`src/rtl/serial_addsub_ctrl_pkg.sv`:
```
// addsub_pkg: shared definitions for the serial add/subtract controller.
//   state_t   : controller state encoding (2-bit binary)
//   W_DEF     : default operand/result width
//   CNT_W_DEF : default bit-counter width (2^CNT_W_DEF >= W_DEF)
package addsub_pkg;

   localparam int unsigned W_DEF     = 8;
   localparam int unsigned CNT_W_DEF = 4;

   typedef enum logic [1:0] {
      ST_IDLE = 2'd0,
      ST_RUN  = 2'd1,
      ST_DONE = 2'd2,
      ST_3    = 2'd3
   } state_t;

endpackage

```
`src/rtl/serial_addsub_ctrl_if.sv`:
```
// serial_addsub_ctrl_if: request/result bundle between the board logic and the
// serial add/sub controller.
//   btn_mode, start, a_in, b_in           : requester -> controller
//   sub_mode, busy, done, result, ovf, neg : controller -> requester/display
interface serial_addsub_ctrl_if #(
   parameter int unsigned W = 8
);
   logic         btn_mode;
   logic         start;
   logic [W-1:0] a_in;
   logic [W-1:0] b_in;
   logic         sub_mode;
   logic         busy;
   logic         done;
   logic [W-1:0] result;
   logic         ovf;
   logic         neg;

   modport master (
      output btn_mode, start, a_in, b_in,
      input  sub_mode, busy, done, result, ovf, neg
   );

   modport slave (
      input  btn_mode, start, a_in, b_in,
      output sub_mode, busy, done, result, ovf, neg
   );
endinterface

```
`src/rtl/serial_addsub_ctrl_fa.sv`:
```
// serial_fa: 1-bit full adder with a registered carry.
//   clk, rst   : clock, asynchronous active-low reset
//   i_a, i_b   : operand bits for the current position
//   i_load     : load the carry with i_load_val (start of an operation)
//   i_en       : advance the carry to this bit's carry-out
//   o_sum      : sum bit for the current position
//   o_cin      : carry entering the current position
//   o_cout     : carry leaving the current position
module serial_fa (
   input  logic clk,
   input  logic rst,
   input  logic i_a,
   input  logic i_b,
   input  logic i_load,
   input  logic i_load_val,
   input  logic i_en,
   output logic o_sum,
   output logic o_cin,
   output logic o_cout
);
   logic r_carry;

   assign o_cin  = r_carry;
   assign o_sum  = i_a ^ i_b ^ r_carry;
   assign o_cout = (i_a & i_b) | (i_a & r_carry) | (i_b & r_carry);

   always_ff @(posedge clk or negedge rst) begin
      if (!rst)        r_carry <= 1'b0;
      else if (i_load) r_carry <= i_load_val;
      else if (i_en)   r_carry <= o_cout;
   end
endmodule

```
`src/rtl/serial_addsub_ctrl.sv`:
```
// serial_addsub_ctrl: sequencer for a bit-serial add/subtract datapath.
//   clk : system clock
//   rst : asynchronous active-low reset
//   bus : serial_addsub_ctrl_if slave port
//         in : btn_mode (mode toggle button level), start, a_in, b_in
//         out: sub_mode, busy (RUN), done (1-cycle strobe), result, ovf, neg
module serial_addsub_ctrl
   import addsub_pkg::*;
#(
   parameter int unsigned W     = W_DEF,
   parameter int unsigned CNT_W = CNT_W_DEF
) (
   input  logic                  clk,
   input  logic                  rst,
   serial_addsub_ctrl_if.slave   bus
);
   localparam logic [CNT_W-1:0] LAST = CNT_W'(W - 1);

   state_t           r_state, w_next;
   logic             r_btn_q, r_sub_mode, r_op_sub;
   logic [W-1:0]     r_sha, r_shb, r_result;
   logic [CNT_W-1:0] r_cnt;
   logic             r_ovf;
   logic             w_start, w_last, w_tog, w_run;
   logic             w_busy, w_done;
   logic             w_sum, w_cin, w_cout;

   assign w_run   = (r_state == ST_RUN);
   assign w_start = (r_state == ST_IDLE) && bus.start;
   assign w_last  = w_run && (r_cnt == LAST);
   // Toggle edges are accepted only outside RUN and are not remembered
   assign w_tog   = bus.btn_mode && !r_btn_q &&
                    ((r_state == ST_IDLE) || (r_state == ST_DONE));

   serial_fa u_fa (
      .clk        (clk),
      .rst        (rst),
      .i_a        (r_sha[0]),
      .i_b        (r_shb[0] ^ r_op_sub),
      .i_load     (w_start),
      .i_load_val (r_sub_mode),
      .i_en       (w_run),
      .o_sum      (w_sum),
      .o_cin      (w_cin),
      .o_cout     (w_cout)
   );

   always_ff @(posedge clk or negedge rst) begin
      if (!rst) r_state <= ST_IDLE;
      else      r_state <= w_next;
   end

   always_comb begin
      w_next = r_state;
      case (r_state)
         ST_IDLE: if (bus.start) w_next = ST_RUN;
         ST_RUN:  if (r_cnt == LAST) w_next = ST_DONE;
         ST_DONE: w_next = ST_IDLE;
         default: w_next = ST_IDLE;
      endcase
   end

   always_comb begin
      w_busy = 1'b0;
      w_done = 1'b0;
      case (r_state)
         ST_RUN:  w_busy = 1'b1;
         ST_DONE: w_done = 1'b1;
         default: ;
      endcase
   end

   always_ff @(posedge clk or negedge rst) begin
      if (!rst) begin
         r_btn_q    <= 1'b0;
         r_sub_mode <= 1'b0;
      end else begin
         r_btn_q <= bus.btn_mode;
         if (w_tog) r_sub_mode <= ~r_sub_mode;
      end
   end

   // Sum bits enter shA from the top as operand bits leave the bottom, so
   // shA doubles as the accumulator and holds the full result after W shifts.
   always_ff @(posedge clk or negedge rst) begin
      if (!rst) begin
         r_sha    <= '0;
         r_shb    <= '0;
         r_op_sub <= 1'b0;
         r_cnt    <= '0;
      end else if (w_start) begin
         r_sha    <= bus.a_in;
         r_shb    <= bus.b_in;
         r_op_sub <= r_sub_mode;
         r_cnt    <= '0;
      end else if (w_run) begin
         r_sha <= {w_sum, r_sha[W-1:1]};
         r_shb <= {1'b0, r_shb[W-1:1]};
         if (!w_last) r_cnt <= r_cnt + CNT_W'(1);
      end
   end

   // Result flags are committed on the edge entering DONE so they are already
   // valid while done is high; overflow is carry-in vs carry-out of the MSB.
   always_ff @(posedge clk or negedge rst) begin
      if (!rst) begin
         r_result <= '0;
         r_ovf    <= 1'b0;
      end else if (w_last) begin
         r_result <= {w_sum, r_sha[W-1:1]};
         r_ovf    <= w_cin ^ w_cout;
      end
   end

   assign bus.sub_mode = r_sub_mode;
   assign bus.busy     = w_busy;
   assign bus.done     = w_done;
   assign bus.result   = r_result;
   assign bus.ovf      = r_ovf;
   assign bus.neg      = r_result[W-1];
endmodule

```
`src/flat_wrapper.sv`:
```
// flat-port wrapper written by rule: the top's interface ports become plain ports
module serial_addsub_ctrl_flat import addsub_pkg::*;
#(
   parameter int unsigned W     = W_DEF,
   parameter int unsigned CNT_W = CNT_W_DEF
)
  (clk, rst, bus_btn_mode, bus_start, bus_a_in, bus_b_in, bus_sub_mode, bus_busy, bus_done, bus_result, bus_ovf, bus_neg);
  serial_addsub_ctrl_if #(.W(W)) bus_i ();
  input  logic clk;
  input  logic rst;
  input wire logic [$bits(bus_i.btn_mode)-1:0] bus_btn_mode;
  input wire logic [$bits(bus_i.start)-1:0] bus_start;
  input wire logic [$bits(bus_i.a_in)-1:0] bus_a_in;
  input wire logic [$bits(bus_i.b_in)-1:0] bus_b_in;
  output wire logic [$bits(bus_i.sub_mode)-1:0] bus_sub_mode;
  output wire logic [$bits(bus_i.busy)-1:0] bus_busy;
  output wire logic [$bits(bus_i.done)-1:0] bus_done;
  output wire logic [$bits(bus_i.result)-1:0] bus_result;
  output wire logic [$bits(bus_i.ovf)-1:0] bus_ovf;
  output wire logic [$bits(bus_i.neg)-1:0] bus_neg;
  assign bus_i.btn_mode = bus_btn_mode;
  assign bus_i.start = bus_start;
  assign bus_i.a_in = bus_a_in;
  assign bus_i.b_in = bus_b_in;
  assign bus_sub_mode = bus_i.sub_mode;
  assign bus_busy = bus_i.busy;
  assign bus_done = bus_i.done;
  assign bus_result = bus_i.result;
  assign bus_ovf = bus_i.ovf;
  assign bus_neg = bus_i.neg;
  serial_addsub_ctrl #(.W(W), .CNT_W(CNT_W)) u_core (.clk(clk), .rst(rst), .bus(bus_i));
endmodule
```
`config.mk`:
```
export PLATFORM = sky130hd
export DESIGN_NAME = serial_addsub_ctrl_flat
export DESIGN_NICKNAME = d
export VERILOG_FILES = /design/src/rtl/serial_addsub_ctrl_pkg.sv /design/src/rtl/serial_addsub_ctrl_if.sv /design/src/rtl/serial_addsub_ctrl_fa.sv /design/src/rtl/serial_addsub_ctrl.sv /design/src/flat_wrapper.sv
export SDC_FILE = /design/constraint.sdc
export NUM_CORES = 1
export LEC_CHECK = 0
export ABC_AREA = 1
export BUFFER_PORTS_ARGS = -buffer_cell sky130_fd_sc_hd__buf_2
export CORE_MARGIN = 3
export CORE_UTILIZATION = 47
export DETAILED_ROUTE_END_ITERATION = 12
export PLACE_DENSITY = 0.7
export SKIP_CTS_REPAIR_TIMING = 1
export SLEW_MARGIN = 30
export SYNTH_ARGS = -nofsm -noshare
export SYNTH_HDL_FRONTEND = slang
export SYNTH_SLANG_ARGS = --single-unit
```
`constraint.sdc`:
```
create_clock -name clk -period 1.8 [get_ports clk]
set_clock_uncertainty 0.1 [all_clocks]
set_input_delay 0.45 -clock clk [delete_from_list [all_inputs] [get_ports clk]]
set_output_delay 0.45 -clock clk [all_outputs]
set_load 0.02 [all_outputs]
```
After elaboration in Yosys (flattened, before gate mapping)
Index checks and enable logic that the tools add are counted.
{"block": "word_totals", "regBits": 35, "inputBits": 20, "word_cells": 51}
{"block": "op_classes", "n_addsub": 1, "eq_ne": 6, "mux": 14, "bitwise": 10, "reduce_logical": 10}
{"operator": "$mux W8", "count": 4}
{"operator": "$mux W4", "count": 3}
{"operator": "$ne A2 B2 Y1 const B", "count": 3}
{"operator": "$add A4 B1 Y4 const B", "count": 1}
{"operator": "$eq A4 B3 Y1 const B", "count": 1}
{"operator": "$logic_and A1 B1 Y1", "count": 4}
{"operator": "$mux W1", "count": 4}
{"operator": "$mux W2", "count": 2}
{"operator": "$pmux W2 S2", "count": 1}
{"operator": "$reduce_and A2 Y1", "count": 2}
{"operator": "$xor A1 B1 Y1", "count": 4}
{"operator": "$and A1 B1 Y1", "count": 3}
{"operator": "$eq A2 B1 Y1 const B", "count": 1}
{"operator": "$eq A2 B2 Y1 const B", "count": 1}
{"operator": "$logic_not A2 Y1", "count": 1}
{"operator": "$or A1 B1 Y1", "count": 2}
{"operator": "$reduce_bool A2 Y1", "count": 1}
{"operator": "$logic_not A1 Y1", "count": 1}
{"operator": "$logic_or A1 B1 Y1", "count": 1}
{"operator": "$not A1 Y1", "count": 1}

Longest topological paths before layout
Gate-level depths: netlist of the first run.
{"block": "logic_depth", "word_depth": 6, "mapped_depth": 8, "depth_no_buf": 7}

Modules after synthesis
Synthesis of the first run repeated with hierarchy kept, for this count alone.
{"block": "hier_totals", "cells_unflattened": 208, "hier_area_um2": 1744.2}
{"mod": "serial_addsub_ctrl", "n_inst": 1, "cells_per_inst": 197, "area_per_inst_um2": 1664.1, "seq_area_each_um2": 850.8}
{"mod": "serial_fa", "n_inst": 1, "cells_per_inst": 11, "area_per_inst_um2": 80.1, "seq_area_each_um2": 25.0}

Worst setup path after synthesis of the first run
No wires, ideal clock.
{"block": "synth_path", "path_type": "register to output", "from": "register u_core.r_state[0]", "to": "output port bus_done", "t_arrival_ns": 0.991, "slack_ns": 0.259, "path_stages_with_launch": 4, "path_cell_list": "dfrtp_1 buf_6 clkbuf_1 nor2_1"}
{"block": "synth_via", "elab_chain_cells": 2}
{"item": "start, declared", "line_no": "serial_addsub_ctrl.sv:19", "source": "state_t r_state, w_next;"}
{"item": "start signal, assigned", "line_no": "serial_addsub_ctrl.sv:50", "source": "else r_state <= w_next;"}
{"item": "$eq A2 B2 Y1", "line_no": "serial_addsub_ctrl.sv:66", "source": "case (r_state)"}
{"item": "$mux W1", "line_no": "serial_addsub_ctrl.sv:66"}
{"item": "end, declared", "line_no": "flat_wrapper.sv:17", "source": "output wire logic [$bits(bus_i.done)-1:0] bus_done;"}
Every way passes these cells.

Final worst setup path of the first run
Ends and elaborated chain as after synthesis.

==> results by group, run 1 <==
Run status
  – Status: completed

Worst setup path
  – Delay-heaviest family, CP: flip-flops
  – Worst reg2reg path depth: 6
  – Worst Path Buf+Inv: 1
  – R2R Setup Slk: 230 ps
  – Max Fanout on Critical Path: 5
  – Slowest-stage cell, CP: dfrtp_1
  – Data required, critical path: 1250 ps
  – Crit Reg-Reg Startpoint: u_core.r_op_sub
  – Crit start category: register
  – Crit Path Class: reg2out
  – CP arrival: 1140 ps
  – Worst r2r dst: u_core.u_fa.o_cin
  – Worst stage delay on the critical path: 460 ps
  – CP endpoint kind: output port
  – Worst-path cell chain: nor2_1 -> buf_2

Clock tree
  – Clock latency on the worst-skew pair: 340 ps
  – Longest Clk Path Bufs: 2
  – Num CTS Buffers: 5
  – CTS tree: built
  – CTS sink count: 35
  – Register clock-pin slew on the reported worst setup and hold paths: 110 ps
  – Max H-tree Level: 2
  – Clk root buf: clkbuf_4

Place
  – Post-Place Setup Slack: 263 ps
  – Placer Congestion: 0.855
  – Port Buffers: 32
  – Placed inst area: 0.00194 sq mm
  – Dpl hpwl: 2560 um

Power and ir drop
  – Power per standard cell area: 1820 mW/mm^2
  – Comb power frac: 0.480
  – Leak: 1.16 nW
  – Switching power: 1.54 mW
  – Sw Share: 0.413
  – Max IR drop VDD: 0.771 mV
  – Internal Power: 2.18 mW
  – Sequential power share: 0.362
  – Clk pwr share: 0.159

STA
  – Fmax: 0.591 GHz
  – RSZ-0062 raised after global routing: false
  – Final worst-path cycle share: 0.941
  – Setup slack after layout: 107 ps
  – Max-slew violations: 0
  – Endpoints failing hold: 0
  – Worst-margin pin slew: 409 ps
  – Final setup vio count: 0
  – Clock period minus worst slack: 1690 ps
  – Slew headroom: 0.727
  – Setup TNS: 0 ps

Global route
  – Remaining global-route overflow: 0
  – Pin count of the biggest net entering global routing: 28
  – Initial antenna violation count: 0
  – Via count of the first global-routing pass: 1339
  – Total GRT Usage: 0.179
  – First-pass GRT wire length: 5910 um

Logic synthesis
  – Primary FF master, synth: dfrtp_1
  – Syn Nets: 231
  – Top post-synthesis cells by area: dfrtp_1 (51%), nand3_1 (11%), nand2_1 (10%)
  – Sequential area share after synthesis: 0.514
  – Synth top cells by count: nand2_1 (46), nand3_1 (37), dfrtp_1 (35), inv_1 (34), o21ai_1 (24)
  – Top-count cell post-synth: nand2_1
  – Post-synth EDFFs: 0
  – Yosys top cell area share: 0.514
  – Synth area leader: dfrtp_1
  – Yosys warns: 0
  – Seq cells post-synth: 35
  – Share of flip-flops with an asynchronous set or reset: 1.00
  – Unique masters post-synth: 21
  – Post-Syn Area: 0.00170 sq mm
  – Mapped Cells: 209
  – Mean Syn Cell Area: 8.15 sq um

Floorplan
  – Initial Utilization: 0.499
  – Chip height: 66.2 um
  – IO Count: 33
  – Row Count: 21
  – Core Area: 0.00342 sq mm
  – Chip width: 66.2 um
  – Die ar.: 0.00438 sq mm

Final layout
  – Ratio of cells with drive above 1 in the final layout: 0.228
  – Inserted Diodes: 0
  – Filler cell count: 324
  – Area delta synth->final: 19.7%
  – Final instance area: 0.00204 sq mm
  – Nets: 267
  – Final Core Density: 0.597

Min path
  – Min-delay worst type: in2reg
  – Endpoint of the worst hold path: u_core.r_btn_q
  – Hold_sp: bus_btn_mode
  – Hold depth: 1

Drt
  – Routed WL: 3470 um
  – DRT iter0 DRCs: 44
  – Per-cell routed wire length: 11.9 um
  – Antenna-violating nets left: 0
  – Via density: 4.80
  – TritonRoute pass-1 iters: 4
  – Vias post-DR: 1401
  – DRC Markers: 0

Job
  – MaxCap Viol Count: 0
[how the worst max path moves through the flow]
stage / startpoint / to / depth (start not counted)
after floorplan: u_core.r_state[0] / bus_done / 3
after global placement: u_core.r_op_sub / u_core.u_fa.o_cin / 6
after detailed placement: u_core.r_op_sub / u_core.u_fa.o_cin / 6
after CTS: u_core.r_state[1] / bus_busy / 4
after global routing: u_core.r_state[1] / bus_busy / 4
final: u_core.r_state[0] / bus_done / 2
[placed cells by master (no fill, tap or decap)]
master	n
nand2_1	46
nand3_1	37
dfrtp_1	35
inv_1	34
buf_2	31
o21ai_1	24
inv_2	5
clkbuf_4	5
buf_4	5
nor2_1	4
nand2_2	3
xor2_1	3
buf_12	3
xnor2_1	1
nor2_4	1
nand3b_1	1
nand4_1	1
or2_1	1
fa_1	1
ha_1	1
bufinv_16	1
clkbuf_8	1
clkinv_2	1
dlygate4sd3_1	1
[registers in the layout, summed over array words and instances, names as in the netlist]
name and count:
u_core.bus.ovf 1, u_core.r_btn_q 1, u_core.r_shb 8, u_core.r_sha 8, u_core.bus.sub_mode 1, u_core.u_fa.o_cin 1
u_core.r_op_sub 1, u_core.r_cnt 4, u_core.bus.result 8, u_core.r_state 2
[per-stage QoR]
step                      hold slack, ps  total power [mW]  std cells
after global placement               261              3.08        283
after floorplan                     54.4              2.68        209
after detailed placement             259              3.15        283
final                                120              3.72        292
after CTS                           -126              3.76        291
after global routing                 107              4.07        292
[power by group through the flow]
| stage | clock network (mW) | logic, mW | registers, mW |
|---|---|---|---|
| floorplan | 0 | 1.24 | 1.43 |
| global placement | 0 | 1.73 | 1.34 |
| detailed placement | 0 | 1.79 | 1.36 |
| CTS | 0.610 | 1.80 | 1.35 |
| global route | 0.643 | 2.04 | 1.39 |
| finish | 0.590 | 1.78 | 1.35 |
[per-layer routing]
| metal | track usage | share of wire | up-vias |
|---|---|---|---|
| li1 | - | - | 724 |
| met1 | 0.216 | 0.45 | 639 |
| met2 | 0.300 | 0.49 | 30 |
| met3 | 0.0544 | 0.045 | 8 |
| met4 | 0.0660 | 0.014 | 0 |
| met5 | 0 | 0 | - |
[layout make-up]
class,instances,area [sq um],area share
sequential,35,876,0.429
tap,46,57.6,0.0282
clock inverter,2,35.0,0.0172
clock buffer,6,51.3,0.0252
timing repair buffer,40,263,0.129
multi-input combinational,124,611,0.299
inverter,39,146,0.0718
[logic make-up (layout without fill, tap and decap cells)]
| kind of cell | count (synthesis) | after routing | synth area share |
|---|---|---|---|
| xor gates and xnor gates | 4 | 4 | 0.0206 |
| adders and majority gates | 2 | 2 | 0.0191 |
| and+or+nand+nor | 94 | 94 | 0.248 |
| AOI/OAI and AO/OA | 24 | 24 | 0.0705 |
| DFF | 35 | 35 | 0.514 |
| buffers and inverters | 50 | 87 | 0.128 |
No activity file was read; power rests on OpenSTA's default activity.
==> run 2: changes to the inputs <==
SETUP_SLACK_MARGIN = 0.15   (was not set)
==> run 2 against run 1 <==
First-iteration DRC count down 6.8%. Clock power barely moved. Clock-buffer cell count stayed put. Die area did not move. Sequential power hardly changed. Via count rose by 2.4%. Wire length grew 1.8%. Worst hold slack improved by 2.2 ps. Critical path depth up 2. Critical endpoint is now bus_busy.
==> results by group, run 2 (same netlist as run 1, synthesis figures left out) <==
Run status
  – Status: completed

Global route
  – Initial antenna violation count: 0 (unchanged)
  – First-pass GRT wire length: 5910 um (unchanged)
  – Remaining global-route overflow: 0 (unchanged)
  – Total GRT Usage: 0.179 (unchanged)
  – Pin count of the biggest net entering global routing: 28 (unchanged)
  – Via count of the first global-routing pass: 1339 (unchanged)

Final layout
  – Final instance area: 0.00208 sq mm (+2.0%)
  – Commonest non-fill, non-tap cell in the layout: nand2_1
  – Most frequent cells in the layout: nand2_1 (46), nand3_1 (37), inv_1 (34), dfrtp_1 (34), buf_2 (30)
  – Area delta synth->final: 22.0%
  – Ratio of cells with drive above 1 in the final layout: 0.245 (+0.0173)
  – Inserted Diodes: 0 (unchanged)
  – Nets: 270 (+1.1%)

Clock tree
  – CTS tree: built
  – CTS sink count: 35 (unchanged)
  – Clock latency on the worst-skew pair: 340 ps (about the same)
  – Num CTS Buffers: 5 (unchanged)
  – Register clock-pin slew on the reported worst setup and hold paths: 110 ps (about the same)
  – Clk root buf: clkbuf_4
  – Longest Clk Path Bufs: 2 (unchanged)
  – Max H-tree Level: 2 (unchanged)

Power and ir drop
  – Leak: 1.17 nW (+1.5%)
  – Comb power frac: 0.493 (+0.013)
  – Max IR drop VDD: 0.776 mV (+0.55%)
  – Power per standard cell area: 1830 mW/mm^2 (+0.54%)
  – Clk pwr share: 0.154 (-0.005)
  – Sw Share: 0.411 (-0.00206)
  – Internal Power: 2.25 mW (+2.9%)
  – Sequential power share: 0.353 (-0.009)
  – Switching power: 1.57 mW (+2.0%)

Worst setup path
  – Crit Reg-Reg Startpoint: u_core.r_op_sub
  – Data required, critical path: 1250 ps (about the same)
  – CP endpoint kind: output port
  – Worst stage delay on the critical path: 430 ps (-30 ps)
  – Worst-path cell chain: inv_2 -> nand2_4 -> inv_4 -> buf_6
  – Delay-heaviest family, CP: flip-flops
  – Max Fanout on Critical Path: 3 (-2)
  – CP arrival: 1120 ps (-20 ps)
  – Slowest-stage cell, CP: dfrtp_1
  – Crit Path Class: reg2out
  – CP startpoint: u_core.r_state[1]
  – Crit start category: register
  – Worst Path Buf+Inv: 3 (+2)

Drt
  – Via density: 4.86 (+1.4%)
  – Per-cell routed wire length: 12.0 um (+0.73%)
  – Vias post-DR: 1435 (+2.4%)
  – DRT iter0 DRCs: 41 (-6.8%)
  – TritonRoute pass-1 iters: 4 (unchanged)
  – Antenna-violating nets left: 0 (unchanged)
  – Routed WL: 3530 um (+1.8%)
  – DRC Markers: 0 (unchanged)

Min path
  – Hold_sp: bus_btn_mode
  – Min-delay worst type: in2reg

Place
  – Port Buffers: 32 (unchanged)
  – Dpl hpwl: 2560 um (unchanged)
  – Placed inst area: 0.00194 sq mm (unchanged)
  – Placer Congestion: 0.855 (unchanged)

Floorplan
  – Row Count: 21 (unchanged)
  – IO Count: 33 (unchanged)
  – Chip height: 66.2 um (unchanged)
  – Chip width: 66.2 um (unchanged)
  – Core Area: 0.00342 sq mm (unchanged)
  – Die ar.: 0.00438 sq mm (unchanged)
  – Initial Utilization: 0.499 (unchanged)

STA
  – Fmax: 0.598 GHz (+1.3%)
  – Slew headroom: 0.727 (about the same)
  – Final worst-path cycle share: 0.928 (-0.0124)
  – RSZ-0062 raised after global routing: true
  – Max-slew violations: 0 (unchanged)
  – Clock period minus worst slack: 1670 ps (-22.3 ps)
  – Endpoints failing hold: 0 (unchanged)
  – Final setup vio count: 0 (unchanged)
  – Worst-margin pin slew: 408 ps (-0.802 ps)
  – Setup TNS: 0 ps (unchanged)

Job
  – MaxCap Viol Count: 0 (unchanged)
==> run 2: cell types whose count changed in the layout (fill, tap and decap cells not counted) <==
cell / delta
buf_2: -1
buf_4: +3
buf_6: +1
dfrtp_1: -1
dfrtp_2: +1
inv_2: -1
inv_4: +1
nand2_2: -1
nand2_4: +1
nor2_1: -1
nor2_2: +1
==> run 2: layout make-up <==
cell class / count / area (sq um)
Fill cell: 316 / 1340
Sequential cell: 35 / 877
Multi-Input combinational cell: 124 / 618
Timing Repair Buffer: 43 / 292
Inverter: 39 / 149
Tap cell: 46 / 57.6
Clock buffer: 6 / 51.3
Clock inverter: 2 / 35.0
==> run 2: metal layers <==
layer | up-vias | share of wire | global-route usage
met5 | - | 0 | 0
met2 | 37 | 0.50 | 0.300
met3 | 8 | 0.054 | 0.0544
met1 | 662 | 0.43 | 0.216
li1 | 728 | - | -
met4 | 0 | 0.014 | 0.0660
==> run 2: worst register-to-register path: stages, from the launching register on <==
cell and delay (ps):
dfrtp_1 410, xnor2_1 150, fa_1 430, or2_1 240, nand3_1 90, nand2_1 50
inv_1 50
==> run 2: stage by stage <==
step | std cells | util | worst slack [ps] | total power, mW | hold WS (ps)
after floorplan | 209 | - | 259 | 2.68 | 54.4
final | 295 | 0.609 | 129 | 3.81 | 122
after CTS | 291 | 0.593 | 60.4 | 3.76 | -126
after detailed placement | 283 | 0.568 | 263 | 3.15 | 259
after global placement | 283 | 0.568 | 297 | 3.08 | 261
after global routing | 295 | 0.609 | 58.8 | 4.16 | 107
==> run 2: power by group through the flow <==
stage,combinational (mW),clock [mW],sequential (mW)
floorplan,1.24,0,1.43
global placement,1.73,0,1.34
detailed placement,1.79,0,1.36
CTS,1.80,0.610,1.35
global route,2.13,0.643,1.39
finish,1.88,0.588,1.35
==> run 2: worst paths after layout <==
kind                                            end  cells past startpoint  slack, ps
worst max-delay path                       bus_busy                      4        130
worst min-delay path                 u_core.r_btn_q                      1        120
worst max register to register    u_core.u_fa.o_cin                      6        230
worst min register to register  u_core.bus.sub_mode                      1        390
max in group asynchronous           u_core.r_sha[6]                      3        750
min in group asynchronous           u_core.r_cnt[0]                      2        420
==> run 3: changes to the inputs <==
PLACE_DENSITY = 0.72   (was 0.7)
clock period = 1.5 ns   (was 1.8 ns; I/O delays follow)
==> run 3 against run 2 <==
The flow now finishes with violations (negative setup slack). Highest routed layer unchanged. Clock power is 14% lower. Largest power group unchanged. Register-to-register slack worse by 240 ps. Critical endpoint unchanged. Clock-buffer cell count is 1 lower. Via count is 0.28% higher. Setup slack worse by 190 ps. Sequential share of layout area is 2.9 points lower. Utilization is 4.5 points higher.
==> results by group, run 3 (same netlist as run 1, synthesis figures left out) <==
Worst setup path
  – Worst-path cell chain: nand2_4 -> inv_4 -> buf_6
  – Worst stage delay on the critical path: 480 ps (+50 ps)
  – CP arrival: 1080 ps (-40 ps)
  – Critical path depth: 3 (-1)
  – Slowest-stage cell, CP: dfrtp_2
  – Worst reg2reg path depth: 6 (unchanged)
  – Worst Path Buf+Inv: 2 (-1)
  – Max Fanout on Critical Path: 5 (+2)
  – Crit Path Class: reg2out
  – Delay-heaviest family, CP: flip-flops
  – Data required, critical path: 1020 ps (-230 ps)
  – Crit start category: register
  – CP endpoint kind: output port

Clock tree
  – CTS tree: built
  – Clock latency on the worst-skew pair: 340 ps (about the same)
  – Register clock-pin slew on the reported worst setup and hold paths: 100 ps (about the same)
  – CTS sink count: 35 (unchanged)
  – Max H-tree Level: 2 (unchanged)
  – Longest Clk Path Bufs: 2 (unchanged)
  – Clk root buf: clkbuf_4
  – Num CTS Buffers: 5 (unchanged)

Place
  – Port Buffers: 32 (unchanged)
  – Placed Cells: 286 (+1.1%)
  – Placer Congestion: 0.822 (-3.8%)
  – Dpl hpwl: 2290 um (-10%)
  – Placed inst area: 0.00198 sq mm (+1.9%)

Final layout
  – Final cell count without fillers: 302 (+2.4%)
  – Ratio of cells with drive above 1 in the final layout: 0.273 (+0.0285)
  – Commonest non-fill, non-tap cell in the layout: nand2_1
  – Nets: 277 (+2.6%)
  – Inserted Diodes: 0 (unchanged)
  – Final instance area: 0.00223 sq mm (+7.4%)
  – Most frequent cells in the layout: nand2_1 (46), nand3_1 (37), inv_1 (34), dfrtp_1 (34), o21ai_1 (24)
  – Area delta synth->final: 31.1%

Floorplan
  – Die ar.: 0.00438 sq mm (unchanged)
  – Chip height: 66.2 um (unchanged)
  – Row Count: 21 (unchanged)
  – Chip width: 66.2 um (unchanged)
  – Initial Utilization: 0.499 (unchanged)
  – Core Area: 0.00342 sq mm (unchanged)
  – IO Count: 33 (unchanged)

Power and ir drop
  – Max IR drop VDD: 1.11 mV (+43%)
  – Leak: 1.22 nW (+4.3%)
  – Pwr Total: 4.80 mW (+26%)
  – Power per standard cell area: 2150 mW/mm^2 (+17%)

Drt
  – Vias post-DR: 1439 (+0.28%)
  – Per-cell routed wire length: 11.2 um (-6.3%)
  – DRC Markers: 0 (unchanged)
  – TritonRoute pass-1 iters: 4 (unchanged)
  – Via density: 4.76 (-2.0%)
  – DRT iter0 DRCs: 60 (+46%)
  – Routed WL: 3390 um (-4.0%)
  – Antenna-violating nets left: 0 (unchanged)

Run status
  – Violated checks: negative setup slack
  – Status: finished, violations left

STA
  – Final worst-path cycle share: 1.04
  – Setup slack after layout: -58.2 ps (-187 ps)
  – Clock period minus worst slack: 1560 ps
  – Final setup vio count: 3 (+3)
  – Fmax: 0.642 GHz
  – RSZ-0062 raised after global routing: true
  – Endpoints failing hold: 0 (unchanged)
  – Slew headroom: 0.772 (+0.0450)
  – Hold_ws: 53.6 ps (-68.4 ps)
  – Worst-margin pin slew: 340 ps (-67.8 ps)
  – Max-slew violations: 0 (unchanged)

Global route
  – Via count of the first global-routing pass: 1268 (-5.3%)
  – First-pass GRT wire length: 5400 um (-8.6%)
  – Top Usage Layer GRT: met2
  – GR Util met3: 0.0408 (-0.0136)
  – Initial antenna violation count: 0 (unchanged)
  – Met1 global-route usage: 0.216 (unchanged)
  – Total GRT Usage: 0.162 (-0.0169)
  – Remaining global-route overflow: 0 (unchanged)
  – GRT met2 Usage: 0.245 (-0.0545)
  – Pin count of the biggest net entering global routing: 36 (+29%)

Min path
  – Hold depth: 1 (unchanged)
  – Min-delay worst type: in2reg

Job
  – MaxCap Viol Count: 0 (unchanged)
==> run 3: cell types whose count changed in the layout (fill, tap and decap cells not counted), moves of 2 or more <==
cell        before  now
buf_2           30   19
buf_4            8   11
buf_6            1   14
clkinvlp_4       0    2
==> run 3: cell type report <==
class / count / area, sq um
timing repair buffer: 50 / 450
multi-input combinational: 124 / 642
clock inverter: 3 / 20.0
clock buffer: 5 / 37.5
fill: 295 / 1180
inverter: 39 / 149
sequential: 35 / 877
tap: 46 / 57.6
==> run 3: per-layer routing <==
| layer | routed length [um] | share of wire |
|---|---|---|
| met1 | 1580 | 0.47 |
| met2 | 1590 | 0.47 |
| met3 | 137 | 0.040 |
| met4 | 82 | 0.024 |
| met5 | 0 | 0 |
==> run 3: final timing paths <==
path	to	slack (ps)	startpoint
worst max-delay path	bus_busy	-60	u_core.r_state[0]
max in group asynchronous	u_core.r_state[0]	700	rst
worst max register to register	u_core.u_fa.o_cin	-10	u_core.r_shb[0]
min in group asynchronous	u_core.r_sha[2]	410	rst
worst min register to register	u_core.bus.ovf	420	u_core.bus.ovf
worst min-delay path	u_core.r_btn_q	50	bus_btn_mode
==> run 3: where the power goes <==
part | leakage (nW) | internal [mW] | switching, mW
registers | 0.426 | 1.38 | 0.254
clock network | 0.0272 | 0.179 | 0.324
logic | 0.771 | 1.28 | 1.39
==> run 3: stage by stage <==
stage / utilization / setup TNS [ps] / setup WS [ps]
final: 0.654 / -113 / -58.2
after global routing: 0.654 / -1150 / -115
after CTS: 0.596 / -309 / -173
after detailed placement: 0.579 / 0 / 5.26
after global placement: 0.579 / 0 / 50.3
after floorplan: - / 0 / 78.7
